--- src/rtl/uart_frame_pkg.sv ---
// Shared definitions for the inter-board UART frame transmitter.
//   - frame geometry constants (preamble byte/length, payload length)
//   - bit positions inside the flags byte
//   - FSM state encoding (GAP only exists with UART_FRAME_TX_GAP_EN)
//   - snapshot struct holding the captured game state
//   - pack_flags(): builds the flags byte from a snapshot
package uart_frame_pkg;

   localparam logic [7:0] PREAMBLE_BYTE = 8'hFF;
   localparam int         PREAMBLE_LEN  = 4;
   localparam int         PAYLOAD_LEN   = 10;
   localparam int         FRAME_LEN     = 14;
   localparam logic [3:0] LAST_IDX      = 4'(FRAME_LEN - 1);

   localparam int TANK_HIT_BIT  = 0;
   localparam int DIR_ENEMY_LSB = 1;
   localparam int DIR_TANK_LSB  = 4;
   localparam int OBSTACLE_BIT  = 6;

   typedef enum logic [1:0] {
      ST_IDLE  = 2'd0,
      ST_START = 2'd1,
      ST_WAIT  = 2'd2
`ifdef UART_FRAME_TX_GAP_EN
      ,
      ST_GAP   = 2'd3
`endif
   } state_t;

   typedef struct packed {
      logic [15:0] xpos_tank;
      logic [15:0] ypos_tank;
      logic [9:0]  xpos_bullet;
      logic [9:0]  ypos_bullet;
      logic [7:0]  hp;
      logic [2:0]  direction_for_enemy;
      logic        tank_hit;
      logic [1:0]  direction_tank;
      logic        obstacle_hit;
   } snap_t;

   function automatic logic [7:0] pack_flags(input snap_t s);
      logic [7:0] f;
      f = '0;
      f[TANK_HIT_BIT]            = s.tank_hit;
      f[DIR_ENEMY_LSB +: 3]      = s.direction_for_enemy;
      f[DIR_TANK_LSB +: 2]       = s.direction_tank;
      f[OBSTACLE_BIT]            = s.obstacle_hit;
      return f;
   endfunction

endpackage

--- src/rtl/uart_frame_byte_sel.sv ---
// Combinational frame byte selector.
//   snap     : captured game state
//   index    : frame byte index 0..13
//   byte_out : byte at that index (0..3 preamble, 4..13 payload,
//              16-bit fields little-endian, bullet fields zero-extended)
module uart_frame_byte_sel
   import uart_frame_pkg::*;
(
   input  snap_t      snap,
   input  logic [3:0] index,
   output logic [7:0] byte_out
);

   always_comb begin
      byte_out = PREAMBLE_BYTE;
      case (index)
         4'd4:    byte_out = snap.xpos_tank[7:0];
         4'd5:    byte_out = snap.xpos_tank[15:8];
         4'd6:    byte_out = snap.ypos_tank[7:0];
         4'd7:    byte_out = snap.ypos_tank[15:8];
         4'd8:    byte_out = snap.xpos_bullet[7:0];
         4'd9:    byte_out = {6'b0, snap.xpos_bullet[9:8]};
         4'd10:   byte_out = snap.ypos_bullet[7:0];
         4'd11:   byte_out = {6'b0, snap.ypos_bullet[9:8]};
         4'd12:   byte_out = snap.hp;
         4'd13:   byte_out = pack_flags(snap);
         default: byte_out = PREAMBLE_BYTE;
      endcase
   end

endmodule

--- src/rtl/uart_frame_tx.sv ---
// Transmit-side framer for the inter-board UART link.
// On send_req (sampled in IDLE) the game state is snapshotted and a 14-byte
// frame (4 x 0xFF preamble + 10 payload bytes) is handed to the UART TX one
// byte per tx_start/tx_done handshake.
// Ports:
//   clk, rst            : clock, synchronous active-high reset
//   send_req            : request one frame (ignored while busy, not queued)
//   xpos_tank..obstacle_hit : live game state, captured on acceptance
//   tx_done             : UART TX finished current byte (honoured in WAIT only)
//   tx_start, tx_data   : byte load pulse / byte, stable until its tx_done
//   busy                : any state other than IDLE
//   frame_done          : pulse the cycle after the last byte's tx_done
// Build option: UART_FRAME_TX_GAP_EN adds a GAP state holding busy for
// GAP_CYCLES (>= 1) clocks after each frame; otherwise GAP_CYCLES is ignored.
module uart_frame_tx
   import uart_frame_pkg::*;
#(
   parameter int GAP_CYCLES = 1000
) (
   input  logic        clk,
   input  logic        rst,
   input  logic        send_req,
   input  logic [15:0] xpos_tank,
   input  logic [15:0] ypos_tank,
   input  logic [9:0]  xpos_bullet,
   input  logic [9:0]  ypos_bullet,
   input  logic [7:0]  hp,
   input  logic [2:0]  direction_for_enemy,
   input  logic        tank_hit,
   input  logic [1:0]  direction_tank,
   input  logic        obstacle_hit,
   input  logic        tx_done,
   output logic        tx_start,
   output logic [7:0]  tx_data,
   output logic        busy,
   output logic        frame_done
);

   state_t     state, state_d;
   snap_t      snap, snap_d, live;
   logic [3:0] idx, idx_d, idx_inc;
   logic [7:0] tx_data_d, next_byte;
   logic       frame_done_d;

`ifdef UART_FRAME_TX_GAP_EN
   localparam int               GAP_W    = (GAP_CYCLES > 1) ? $clog2(GAP_CYCLES) : 1;
   localparam logic [GAP_W-1:0] GAP_LAST = GAP_W'(GAP_CYCLES - 1);
   logic [GAP_W-1:0] gap_cnt, gap_cnt_d;
`else
   // GAP_CYCLES has no effect in this build.
   if (GAP_CYCLES < 1) begin : g_gap_ignored
   end
`endif

   always_comb begin
      live.xpos_tank           = xpos_tank;
      live.ypos_tank           = ypos_tank;
      live.xpos_bullet         = xpos_bullet;
      live.ypos_bullet         = ypos_bullet;
      live.hp                  = hp;
      live.direction_for_enemy = direction_for_enemy;
      live.tank_hit            = tank_hit;
      live.direction_tank      = direction_tank;
      live.obstacle_hit        = obstacle_hit;
   end

   // tx_data is registered so it is valid in the START cycle. The selector
   // looks one byte ahead (idx + 1) from the registered snapshot; byte 0 is
   // always preamble, so the IDLE->START load never needs the snapshot.
   assign idx_inc = idx + 4'd1;

   uart_frame_byte_sel u_byte_sel (
      .snap     (snap),
      .index    (idx_inc),
      .byte_out (next_byte)
   );

   assign tx_start = (state == ST_START);
   assign busy     = (state != ST_IDLE);

   always_ff @(posedge clk) begin
      if (rst) begin
         state      <= ST_IDLE;
         snap       <= '0;
         idx        <= '0;
         tx_data    <= '0;
         frame_done <= 1'b0;
`ifdef UART_FRAME_TX_GAP_EN
         gap_cnt    <= '0;
`endif
      end else begin
         state      <= state_d;
         snap       <= snap_d;
         idx        <= idx_d;
         tx_data    <= tx_data_d;
         frame_done <= frame_done_d;
`ifdef UART_FRAME_TX_GAP_EN
         gap_cnt    <= gap_cnt_d;
`endif
      end
   end

   always_comb begin
      state_d      = state;
      snap_d       = snap;
      idx_d        = idx;
      tx_data_d    = tx_data;
      frame_done_d = 1'b0;
`ifdef UART_FRAME_TX_GAP_EN
      gap_cnt_d    = gap_cnt;
`endif
      case (state)
         ST_IDLE: begin
            if (send_req) begin
               snap_d    = live;
               idx_d     = '0;
               tx_data_d = PREAMBLE_BYTE;
               state_d   = ST_START;
            end
         end
         // tx_done in this cycle belongs to no byte of ours and is dropped.
         ST_START: state_d = ST_WAIT;
         ST_WAIT: begin
            if (tx_done) begin
               if (idx == LAST_IDX) begin
                  frame_done_d = 1'b1;
`ifdef UART_FRAME_TX_GAP_EN
                  gap_cnt_d    = '0;
                  state_d      = ST_GAP;
`else
                  state_d      = ST_IDLE;
`endif
               end else begin
                  idx_d     = idx_inc;
                  tx_data_d = next_byte;
                  state_d   = ST_START;
               end
            end
         end
`ifdef UART_FRAME_TX_GAP_EN
         ST_GAP: begin
            if (gap_cnt == GAP_LAST) state_d = ST_IDLE;
            else                     gap_cnt_d = gap_cnt + 1'b1;
         end
`endif
         default: state_d = ST_IDLE;
      endcase
   end

endmodule

--- config.mk ---
export PLATFORM = sky130hd
export DESIGN_NAME = uart_frame_tx
export DESIGN_NICKNAME = d
export VERILOG_FILES = /design/src/rtl/uart_frame_pkg.sv /design/src/rtl/uart_frame_byte_sel.sv /design/src/rtl/uart_frame_tx.sv
export SDC_FILE = /design/constraint.sdc
export NUM_CORES = 1
export LEC_CHECK = 0
export CAP_MARGIN = 25
export CORE_MARGIN = 2
export CORE_UTILIZATION = 54
export DETAILED_ROUTE_END_ITERATION = 10
export PLACE_DENSITY = 0.93
export SYNTH_ARGS = -nofsm -noshare
export SYNTH_HDL_FRONTEND = slang
export SYNTH_SLANG_ARGS = --single-unit
--- constraint.sdc ---
create_clock -name clk -period 3.24 [get_ports clk]
set_input_delay 0.648 -clock clk [delete_from_list [all_inputs] [get_ports clk]]
set_output_delay 0.648 -clock clk [all_outputs]
set_load 0.05 [all_outputs]
==> flow_metrics.env <==
export IMPL_cts_buffers=9
export IMPL_grt_overflow_total=0
export IMPL_wl_per_cell_um=16.2
export IMPL_die_area_sq_um=7650
export IMPL_post_cts_buffers=0
export IMPL_layout_drive_gt1_share_pct=6.09
export IMPL_slew_headroom_pct=40.4
export IMPL_start_kind="flop"
export IMPL_pwr_share_seq_pct=50.3
export IMPL_cts_reportedPaths_clkPinSlew_ns=0.08
export IMPL_yosys_most_used_dff="dfxtp_1"
export IMPL_r2r_setup_slack_ns=0.66
export IMPL_drc_errors=0
export IMPL_preCtsSetupSlack_ns=0.625
export IMPL_swShare_pct=28.4
export IMPL_dr_pass1_iters=6
export IMPL_postLayoutSetupSlackWorst_ns=0.660
export IMPL_clkPwrFrac_pct=33.1
export IMPL_cts_hold_buf=0
export IMPL_hp_start="snap[32]$_SDFFE_PP0P_"
export IMPL_grt_usage_pct=27.5
export IMPL_pwr_share_comb_pct=16.6
export IMPL_fin_crit_sh_pct=79.6
export IMPL_fin_setup_tns_ns=0
export IMPL_max_freq_ghz=0.388
export IMPL_synth_cell_types=48
export IMPL_whs_endpoint="snap[32]$_SDFFE_PP0P_"
export IMPL_worstPathRequired_ns=3.44
export IMPL_rows=30
export IMPL_reg2reg_depth=6
export IMPL_hpwl_um=7350
export IMPL_synth_edff_count=0
export IMPL_rsz0062_at_grt="no"
export IMPL_hold_viol_final=0
export IMPL_cts_tree="done"
export IMPL_worstReg2RegStart="idx[1]$_SDFFE_PP0P_"
export IMPL_placed_cells=622
export IMPL_worstReg2RegEnd="tx_data[2]$_SDFFE_PP0P_"
export IMPL_core_sq_um=6760
export IMPL_syn_avg_cell_area_sq_um=7.67
export IMPL_max_slew_worst_pin_slew_ns=0.885
export IMPL_die_width_um=87.4
export IMPL_drt_iter0_markers=394
export IMPL_crit_fanout=21
export IMPL_ys_seq_area_share_pct=43.7
export IMPL_avgViaCountPerCell=5.92
export IMPL_power_density_nw_per_um2=468
export IMPL_io_buffers=81
export IMPL_hp_class="flop to flop"
export IMPL_ioPinCount=82
export IMPL_grt_pass1_vias=3687
export IMPL_htreeDepth=3
export IMPL_p_int_mw=1.60
export IMPL_antenna_found_initial=0
export IMPL_clk_latency_ns=0.36
export IMPL_clkSinkCount=82
export IMPL_maxSlewViolCount=0
export IMPL_wirelength_um=10300
export IMPL_finalNonFillerCells=638
export IMPL_initial_utilization_pct=55.6
export IMPL_grt_pass1_wl_um=16600
export IMPL_worst_setup_path_type="flop to flop"
export IMPL_async_reset_ff_share_pct=0
export IMPL_cts_resized=0
export IMPL_finalSetupViolCount=0
export IMPL_p_sw_uw=635
export IMPL_cp_arrival_ns=2.78
export IMPL_ctsLongestPathBuffers=2
export IMPL_netlist_area_sq_um=3760
export IMPL_cp_end_kind="flop"
export IMPL_antenna_left=0
export IMPL_fin_crit_ns=2.58
export IMPL_root_buffer="clkbuf_8"
export IMPL_nets=629
export IMPL_die_y_um=87.4
export IMPL_maxCapViolCount=0
export IMPL_diodes=0
export IMPL_ys_warn_count=0
export IMPL_place_congestion=0.939
export IMPL_min_path_cells=2
export IMPL_ir_drop_v=0.000401
export IMPL_vias=3779
export IMPL_power_mw=2.24
export IMPL_fill_cells=569
export IMPL_grt_max_degree=68
export IMPL_synthCells=490
export IMPL_fin_skew_ns=0.00876
export IMPL_status="complete, no violations"
export IMPL_holdWs_ns=0.458
export IMPL_synthesis_nets=566
export IMPL_syn_to_final_growth_pct=27.1
export IMPL_synth_seq_cells=82
export IMPL_p_leak_nw=1.70
[worst max path at each step]
stage	slack [ns]	to	start	cells past startpoint
detailed placement	0.63	tx_data[2]$_SDFFE_PP0P_	send_req	6
CTS	0.69	tx_data[2]$_SDFFE_PP0P_	idx[1]$_SDFFE_PP0P_	6
floorplan	1.30	tx_data[3]$_SDFFE_PP0P_	idx[0]$_SDFFE_PP0P_	8
global placement	0.71	tx_data[1]$_SDFFE_PP0P_	send_req	6
global route	0.52	tx_data[3]$_SDFFE_PP0P_	idx[1]$_SDFFE_PP0P_	6
finish	0.66	tx_data[2]$_SDFFE_PP0P_	idx[1]$_SDFFE_PP0P_	6
[registers in the layout, summed over array words and instances, names as in the netlist]
name	count
snap	67
tx_data	8
idx	4
state	2
frame_done	1
[Yosys cell counts, types with 4 or more instances]
master / count / area share, %
a41oi_1: 6 / 1.4
mux2_2: 4 / 1.2
nand3_1: 5 / 0.67
a221oi_1: 5 / 1.2
a22oi_1: 10 / 2.0
nand2b_1: 5 / 0.83
a311oi_1: 6 / 1.4
nand4_1: 4 / 0.67
nor2_1: 20 / 2.0
o21bai_1: 6 / 1.2
o21ai_0: 13 / 1.7
inv_1: 8 / 0.80
dfxtp_1: 82 / 44
a21oi_1: 77 / 10
nand2_1: 157 / 16
buf_2: 7 / 0.93
clkbuf_1: 27 / 2.7
ha_1: 5 / 1.7
[final cells by class]
class | count | area [sq um] | area share (%)
multi-input cells | 365 | 1950 | 40.8
flip-flops and latches | 82 | 1640 | 34.3
repair buffers | 87 | 863 | 18.1
clock buffers | 10 | 128 | 2.67
well taps | 80 | 100 | 2.09
clock inverters | 6 | 65.1 | 1.36
inverters | 8 | 30.0 | 0.628
[per-layer routing]
layer  share of wire (%)  vias up  track usage (%)
li1                    -     1821                -
met1                  41     1761             32.3
met2                  49      157             48.5
met3                 5.9       40             4.36
met4                 3.5        0             12.9
met5                   0        -                0
[layout by cell type (no fill, tap or decap), types with 3 or more instances in the layout]
cell	instances
nand4_1	4
mux2_2	4
nand3_1	5
ha_1	5
o21ai_0	13
nand2b_1	5
a221oi_1	5
a222oi_1	3
clkdlybuf4s50_1	80
a21oi_1	77
o21bai_1	6
buf_4	5
nor2_1	20
clkbuf_8	9
nand2_1	156
a22oi_1	10
a41oi_1	6
inv_1	8
mux2i_1	3
a311oi_1	6
dfxtp_1	82
[power groups by stage]
stage          sequential [mW]  combinational [mW]  clock (mW)
2_1_floorplan             1.16               0.187           0
3_3_place_gp              1.14               0.358           0
3_5_place_dp              1.15               0.369           0
4_1_cts                   1.12               0.371       0.733
5_1_grt                   1.13               0.405       0.779
6_report                  1.13               0.371       0.739
[stage by stage]
step	instance area, sq um	util, %
after floorplan	3760	-
final	4780	70.7
after global placement	4590	67.9
after CTS	4780	70.7
after global routing	4780	70.7
after detailed placement	4590	67.9
[worst max-delay path, cell delays in order (launching register included)]
cell and delay (ns):
dfxtp_1 0.37, inv_1 0.12, ha_1 0.67, nor2_1 0.11
mux2_4 0.31, a2111oi_4 0.61, a41oi_1 0.21
[cells by family (layout without fill, tap and decap cells)]
family	after synthesis	count (layout)	share of synthesized area [%]
XOR/XNOR	2	2	0.466
multiplexers	8	8	2.40
buffers and inverters	43	111	4.53
adder cells (fa/ha/maj)	5	5	1.66
AO/OA/AOI/OAI	142	142	24.0
flip-flops	82	82	43.7
AND/OR/NAND/NOR	208	208	23.3
Power figures use the tool's default switching activity.
